`config.mk`:
```
export PLATFORM = sky130hd
export DESIGN_NAME = alu_share_arbiter
export DESIGN_NICKNAME = d
export VERILOG_FILES = /design/src/rtl/alu_arb_pkg.sv /design/src/rtl/rr_arbiter.sv /design/src/rtl/alu_share_arbiter.sv
export SDC_FILE = /design/constraint.sdc
export NUM_CORES = 1
export LEC_CHECK = 0
export ABC_AREA = 1
export CAP_MARGIN = 20
export CORE_AREA = 2 2 123 125
export DETAILED_ROUTE_END_ITERATION = 16
export DIE_AREA = 0 0 125 127
export HOLD_SLACK_MARGIN = 0.12
export PLACE_DENSITY = 0.7
export SLEW_MARGIN = 20
export SYNTH_ARGS = -nofsm -noshare
export SYNTH_HDL_FRONTEND = slang
export SYNTH_SLANG_ARGS = --single-unit
export TNS_END_PERCENT = 100
```
`constraint.sdc`:
```
create_clock -name clk_i -period 3.9 [get_ports clk_i]
set_input_delay 0.975 -clock clk_i [delete_from_list [all_inputs] [get_ports clk_i]]
set_output_delay 0.975 -clock clk_i [all_outputs]
set_load 0.01 [all_outputs]
```
`src/rtl/alu_arb_pkg.sv`:
```
// Shared types and widths for the ALU-sharing arbiter and related shared-resource blocks.
package alu_arb_pkg;

    localparam int unsigned ALU_OP_W = 5;
    localparam int unsigned ALU_W    = 32;

    typedef enum logic {EMPTY, FULL} arb_state_t;

endpackage

```
`src/rtl/rr_arbiter.sv`:
```
// Combinational round-robin arbiter: first asserted request at or after ptr wins.
module rr_arbiter #(
    parameter  int unsigned N    = 2,
    localparam int unsigned ID_W = $clog2(N)
) (
    input  logic [N-1:0]    req,
    input  logic [ID_W-1:0] ptr,
    input  logic            en,
    output logic [N-1:0]    gnt,
    output logic [ID_W-1:0] gnt_idx
);

    logic            found;
    logic [ID_W-1:0] idx;

    // Scan ptr, ptr+1, ... wrapping at N; stop at the first valid request.
    always_comb begin
        gnt     = '0;
        gnt_idx = '0;
        found   = 1'b0;
        idx     = '0;
        for (int unsigned i = 0; i < N; i++) begin
            idx = ID_W'((32'(ptr) + i) % N);
            if (en && !found && req[idx]) begin
                gnt[idx] = 1'b1;
                gnt_idx  = idx;
                found    = 1'b1;
            end
        end
    end

endmodule

```
`src/rtl/alu_share_arbiter.sv`:
```
// Shares one external combinational ALU between N_REQ requesters with a single
// response register; one accepted op per cycle, one cycle of latency.
module alu_share_arbiter
    import alu_arb_pkg::*;
#(
    parameter  int unsigned N_REQ = 2,
    localparam int unsigned ID_W  = $clog2(N_REQ)
) (
    input  logic                             clk_i,
    input  logic                             rst_ni,
    input  logic [N_REQ-1:0]                 req_valid_i,
    output logic [N_REQ-1:0]                 req_ready_o,
    input  logic [N_REQ-1:0][ALU_W-1:0]      req_a_i,
    input  logic [N_REQ-1:0][ALU_W-1:0]      req_b_i,
    input  logic [N_REQ-1:0][ALU_OP_W-1:0]   req_op_i,
    output logic [N_REQ-1:0]                 rsp_valid_o,
    input  logic [N_REQ-1:0]                 rsp_ready_i,
    output logic [ALU_W-1:0]                 rsp_result_o,
    output logic                             rsp_flag_o,
    output logic [ALU_W-1:0]                 alu_a_o,
    output logic [ALU_W-1:0]                 alu_b_o,
    output logic [ALU_OP_W-1:0]              alu_op_o,
    input  logic [ALU_W-1:0]                 alu_result_i,
    input  logic                             alu_flag_i,
    output logic                             busy_o,
    output logic [31:0]                      op_count_o
);

    arb_state_t      state_q, state_d;
    logic [ID_W-1:0] ptr_q;
    logic [ID_W-1:0] rsp_id_q;
    logic            can_accept;
    logic            arb_en;
    logic            drain;
    logic            any_gnt;
    logic [N_REQ-1:0] gnt;
    logic [ID_W-1:0] gnt_idx;

    // Reset gates the arbiter so no ready leaks out while rst_ni is low.
    always_comb begin
        can_accept = (state_q == EMPTY) || rsp_ready_i[rsp_id_q];
        arb_en     = can_accept && rst_ni;
    end

    rr_arbiter #(.N(N_REQ)) u_rr_arbiter (
        .req     (req_valid_i),
        .ptr     (ptr_q),
        .en      (arb_en),
        .gnt     (gnt),
        .gnt_idx (gnt_idx)
    );

    // Operand mux, ready and next-state decode.
    always_comb begin
        any_gnt     = |gnt;
        req_ready_o = gnt;
        alu_a_o     = '0;
        alu_b_o     = '0;
        alu_op_o    = '0;
        drain       = (state_q == FULL) && rsp_ready_i[rsp_id_q];
        state_d     = state_q;
        if (any_gnt) begin
            alu_a_o  = req_a_i[gnt_idx];
            alu_b_o  = req_b_i[gnt_idx];
            alu_op_o = req_op_i[gnt_idx];
            state_d  = FULL;
        end else if (drain) begin
            state_d  = EMPTY;
        end
    end

    assign busy_o = (state_q == FULL);

    always_ff @(posedge clk_i or negedge rst_ni) begin
        if (!rst_ni) begin
            state_q      <= EMPTY;
            ptr_q        <= '0;
            rsp_id_q     <= '0;
            rsp_valid_o  <= '0;
            rsp_result_o <= '0;
            rsp_flag_o   <= 1'b0;
            op_count_o   <= '0;
        end else begin
            state_q <= state_d;
            if (any_gnt) begin
                rsp_result_o <= alu_result_i;
                rsp_flag_o   <= alu_flag_i;
                rsp_id_q     <= gnt_idx;
                rsp_valid_o  <= gnt;
                ptr_q        <= (gnt_idx == ID_W'(N_REQ - 1)) ? '0 : gnt_idx + ID_W'(1);
                op_count_o   <= op_count_o + 32'd1;
            end else if (drain) begin
                // Result and flag keep their last value; only valid drops.
                rsp_valid_o  <= '0;
            end
        end
    end

endmodule
```
# --- Yosys cells after proc, flatten, opt, wreduce, memory -nomap -nowiden ---
# Cells that the tools add are included.
op_classes:
  n_addsub: 3
  n_mul: 0
  n_div: 0
  magnitude_cmp: 6
  eq_ne: 0
  shifts: 0
  mux: 29
  bitwise: 2
  reduce_logical: 11
op_table:
  columns: ["cell", "n"]
  rows:
  - ["$mux 32", 6]
  - ["$add 32x1->32 const B", 1]
  - ["$mux 5", 3]
  - ["$mux 1", 14]
  - ["$lt 1x2->1 const B", 4]
  - ["$mux 2", 4]
  - ["$logic_and 1x1->1", 7]
  - ["$add 1x1->1 const B", 2]
  - ["$demux 1 s1", 2]
  - ["$ge 1x1->1 const B", 2]
  - ["$or 2x2->2", 1]
  - ["$reduce_bool 2->1", 1]
  - ["$reduce_or 2->1", 1]
  - ["$logic_not 1->1", 1]
  - ["$logic_or 1x1->1", 1]
  - ["$not 1->1", 1]
word_totals:
  ff_bits: 70
  latchBits: 0
  ramBits: 0
  mem_bits_ro: 0
  input_bits: 177
  output_inout_bits: 139
  word_cells: 58
  n_memories: 0

# --- Logic depth before layout (Yosys ltp) ---
logic_depth:
  word_depth: 13
  depth_mapped: 10
  depth_no_buf: 10

# --- By module ---
# Synthesis repeated with hierarchy kept, for this count alone.
hier_totals:
  hier_cells: 483
  area_unflattened_um2: 3957.5
by_module_without_submodules:
  columns: ["mod", "instances", "cells_each", "area_each_um2", "seq_area_each_um2"]
  rows:
  - ["alu_share_arbiter", 1, 477, 3931.3, 1751.7]
  - ["rr_arbiter", 1, 6, 26.3, 0.0]

# --- Worst setup path after synthesis ---
# OpenSTA, ideal clock, no wires.
synth_timing:
  kind: "input port to output port"
  start: "in req_valid_i[1]"
  end: "out alu_a_o[23]"
  arrival_ns: 1.762
  required_time_ns: 2.925
  path_slack_ns: 1.163
  cell_stages: 5
  path_cell_list: "a21boi_1 -> nand3_2 -> inv_2 -> buf_2 -> a22o_1"
synth_between:
  elab_cells_between_ends: 18
  classes_between: "mux (12); bitwise (1); reduce/logical (5)"
synth_lines:
  columns: ["item", "line_no", "source"]
  rows:
  - ["from (decl)", "alu_share_arbiter.sv:11", "input logic [N_REQ-1:0] req_valid_i,"]
  - ["$mux 1 (implied by the code) (2 in series)", "rr_arbiter.sv:24", "if (en && !found && req[idx]) begin"]
  - ["$logic_and 1x1->1", "rr_arbiter.sv:24", null]
  - ["$mux 1", "rr_arbiter.sv:24", null]
  - ["$logic_not 1->1", "rr_arbiter.sv:24", null]
  - ["$logic_and 1x1->1 (2 in series)", "rr_arbiter.sv:24", null]
  - ["$mux 2 *", "rr_arbiter.sv:24", null]
  - ["named net req_ready_o[1]", "alu_share_arbiter.sv:12", "output logic [N_REQ-1:0] req_ready_o,"]
  - ["$reduce_or 2->1 *", "alu_share_arbiter.sv:55", "any_gnt = |gnt;"]
  - ["$mux 32 *", "alu_share_arbiter.sv:62", "if (any_gnt) begin"]
  - ["to (decl)", "alu_share_arbiter.sv:20", "output logic [ALU_W-1:0] alu_a_o,"]
# Mark *: on every way through the listed nets, which the timed path passes. The rest lies on a longest branch. The select of a mux whose other input is x is not followed.

# --- Worst setup path in the final report ---
layout_timing:
  start: "in rsp_ready_i[1]"
  end: "out alu_b_o[23]"
layout_between:
  elab_chain_cells: 13
  elab_cells_between_ends: 18
  classes_between: "mux (10); bitwise (1); reduce/logical (7)"
layout_lines:
  columns: ["item", "line_no", "source"]
  rows:
  - ["from (decl)", "alu_share_arbiter.sv:17", "input logic [N_REQ-1:0] rsp_ready_i,"]
  - ["$mux 1 (implied by the code) * (2 in series)", "alu_share_arbiter.sv:41", "can_accept = (state_q == EMPTY) || rsp_ready_i[rsp_id_q];"]
  - ["$logic_or 1x1->1 *", "alu_share_arbiter.sv:41", null]
  - ["$logic_and 1x1->1 *", "alu_share_arbiter.sv:42", "arb_en = can_accept && rst_ni;"]
  - ["$logic_and 1x1->1", "rr_arbiter.sv:24", null]
  - ["$mux 1", "rr_arbiter.sv:24", null]
  - ["$logic_not 1->1", "rr_arbiter.sv:24", null]
  - ["$logic_and 1x1->1 (2 in series)", "rr_arbiter.sv:24", null]
  - ["$mux 1", "rr_arbiter.sv:24", null]
  - ["$mux 32 (implied by the code) (2 in series)", "alu_share_arbiter.sv:64", "alu_b_o = req_b_i[gnt_idx];"]
  - ["$mux 32 *", "alu_share_arbiter.sv:62", null]
  - ["to (decl)", "alu_share_arbiter.sv:21", "output logic [ALU_W-1:0] alu_b_o,"]
# Mark *: on every way between the ends. The rest lies on a longest branch, timed or not. The select of a mux whose other input is x is not followed.

==> results.md <==
* Worst-path fanout max at 17
* Core footprint at 14420 um^2
* HPWL after detailed placement at 13.55 mm
* # rows at between 40 and 50
* Largest family of logic cells by synthesized area: simple AND/OR/NAND/NOR gates
* Die ar. at ~16000 um^2
* Period utilisation layout at 98.13%
* Synth Area in Compound Gates at 15.60%
* Vias in the first global route at between 4000 and 5000
* Htree depth at 3
* Num ports at about 320
* Syn Nets at around 740
* Antenna diode count at 0
* Final Power at 3767 uW
* Worst setup path start: rsp_ready_i[1]
* P per Cell Area at 476.8 nW/um^2
* Final Hold Fails at 0
* First-pass GRT wire length at roughly 26 mm
* Synth Area in Adders at 0.2995%
* Fin crit period at 3827 ps
* DR pass1 iterations at 4
* Largest net degree at the start of global routing at 71
* HP Start: rsp_result_o[14]$_DFFE_PN0P_
* Cells after Synth at between 500 and 600
* Max Freq at between 200 and 300 MHz
* Nets at approximately 1000
* Final GP Congestion at between 0.8 and 0.9
* Flip-flop and latch count after synthesis at 70
* Startpoint Class: input pin
* Max_slew headroom at between 30% and 40%
* Overall Global Routing Usage at approximately 21%
* Initial antenna violation count at 0
* Max-slew violation count at 0
* Critical-path top delay cell: clkdlybuf4s50_1
* Slew @ Worst Pin at ~900 ps
* Initial core utilization at 28.96%
* LEAKAGE at approximately 0.0034 uW
* Wirelength per Cell at around 17 um
* Vias at a little under 5000
* Synth Flop Type: dfrtp_1
* IO buf count at 315
* Most frequent cell after synthesis: nand2_1
* Post-Synth XOR/XNOR Area at under 10%
* Die span in y at between 100 and 150 um
* Mapped cell area at around 4200 um^2
* Setup violators final at 0
* Top delay family on crit path: buffers and inverters
* Mean post-synth cell area at 7.500 um^2
* Worst-path clk slew at 60 ps
* Area Overhead vs Synth at 89.13%
* Num CTS Buffers at 9
* Delay of the slowest critical-path stage at approximately 560 ps
* YS warnings at 0
* Nature of the critical path endpoint: primary output
* Post-synth ARST share at 100.0%
* Critical path class: in2out
* Clock buffer depth at 2
* Synth area leaders: dfrtp_1 42%, nand2_1 22%, a22o_1 14%
* Critical path buffers and inverters at 4
* Share of layout cells above drive strength 1 at 5.251%
* R2R setup slack at 1960 ps
* Register area share after synthesis at between 40% and 50%
* Fin area at between 7000 and 8000 um^2
* Max_cap viols at 0
* Post-synth top cells: 248 x nand2_1, 70 x dfrtp_1, 69 x a22o_1, 48 x nor2_1, 29 x inv_1
* Post-synth top area share at between 40% and 50%
* Reg-to-reg startpoint: busy_o$_DFFE_PN0P_
* Post-synthesis simple-gate area fraction at between 30% and 40%
* Setup Skew at a little over 9 ps
* Iter 0 DRT Violations at approximately 280
* Die width at 125 um
* Post-DR vias/cell at about 4.7
* RSZ-0062 raised after global routing: no
* Root Buffer: clkbuf_16
* Setup TNS at 0 ps
* EDFF count, synth at 0
* Final WL at between 15 and 20 mm
* Clk_lat worst skew at 340 ps
* Synth area leader: dfrtp_1
* Placed cell area at between 7000 and 8000 um^2
* DRC viols at 0
* Count of cell types in the netlist at 23
* Arrival time worst endpoint at roughly 2900 ps
* Final ANT Viol Nets at 0
* Required time of the critical path at between 2000 and 3000 ps
* Mux contribution to synthesized area at 0%
* Congestion Overflow GR at 0
* CTS tree: done
* Hold WC Path Type: reg2reg
* Status: finished clean
* Cell breakdown of the critical path: clkdlybuf4s50_1 > nand2_1 > nand3_2 > nand3_2 > clkinv_4 > clkbuf_16 > a22o_1 > clkdlybuf4s50_1
* Clk sinks at 70
* # hold bufs at CTS at 0
* Maximum vdd ir drop at 330.8 uV
-- cell type report --
type / count / area, um^2
Clock buffer: 9 / 225.2
Clock inverter: 7 / 63.81
Fill cell: 1360 / 6523
Inverter: 33 / 133.9
Multi-Input combinational cell: 427 / 2142
Sequential cell: 70 / 1752
Tap cell: 184 / 230.2
Timing Repair Buffer: 330 / 3354
-- routing by layer --
metal	routed length [um]	track usage [%]	share of wire, %	vias to the layer above
met5	0	0	0	-
met1	7798	28.10	44	2290
li1	-	-	-	2448
met3	1529	5.946	8.7	20
met4	248	5.163	1.4	0
met2	8064	32.80	46	211
-- power breakdown --
part	total (uW)	internal [uW]	leakage (uW)	switching, uW
clock	804	445	0.000136	359
combinational	1830	1020	0.00241	818
sequential	1130	959	0.000888	171
-- cell families (layout without fill, tap and decap cells) --
family,count (synthesis),count (layout)
DFF,70,70
adders and majority gates,1,1
buffers and inverters,60,379
and+or+nand+nor,333,333
AOI/OAI and AO/OA,78,78
xor gates and xnor gates,15,15
-- placed cells by master (no fill, tap or decap), types with 3 or more instances in the layout --
cell type        Yosys  layout
clkdlybuf4s50_1      0     311
nand2_1            248     248
dfrtp_1             70      70
a22o_1              69      69
nor2_1              48      48
inv_1               29      29
nand3_1             19      19
xor2_1              11      11
clkbuf_16            0      11
buf_4                1       8
o21ai_0              5       5
nand4_1              5       5
xnor2_1              4       4
nand3_2              3       3
clkinv_4             0       3
nor2_2               3       3
buf_12               0       3
-- registers in the layout (all words and copies together), names as in the netlist --
name          cells
op_count_o       32
rsp_result_o     32
rsp_valid_o       2
busy_o            1
ptr_q             1
rsp_flag_o        1
rsp_id_q          1
-- per-stage QoR --
stage / utilization (%) / hold WS (ps) / setup slack [ps] / instances
2_1_floorplan: - / 505.7 / 1163 / 557
3_3_place_gp: 52.04 / 452.7 / -60.36 / 1042
3_5_place_dp: 52.04 / 458.6 / -67.66 / 1042
4_1_cts: 54.09 / 474.0 / 5.244 / 1058
5_1_grt: 54.78 / 490.1 / 3.047 / 1060
6_report: 54.78 / 473.2 / 73.06 / 1060
-- worst register-to-register path: cells and delay by family, from the launching register on --
family / cells / cell delay (ps)
buf+inv: 2 / 760
flops: 1 / 450
simple gates: 4 / 570
-- path summary, 6_finish.rpt --
check | end | depth (start not counted)
worst max-delay path | alu_b_o[23] | 8
worst min-delay path | rsp_result_o[14]$_DFFE_PN0P_ | 2
worst max register to register | busy_o$_DFFE_PN0P_ | 6
worst min register to register | rsp_result_o[14]$_DFFE_PN0P_ | 2
max in group asynchronous | rsp_result_o[0]$_DFFE_PN0P_ | 2
min in group asynchronous | op_count_o[4]$_DFFE_PN0P_ | 2
-- timing repair --
| item | in CTS | in global routing |
|---|---|---|
| gates resized for setup | 3 | 14 |
| endpoints found under the setup margin | 54 | 57 |
| setup buffers | 0 | 0 |
| pin swaps | 0 | 0 |
| gates cloned | 0 | 2 |
No activity file was read; power rests on OpenSTA's default activity.
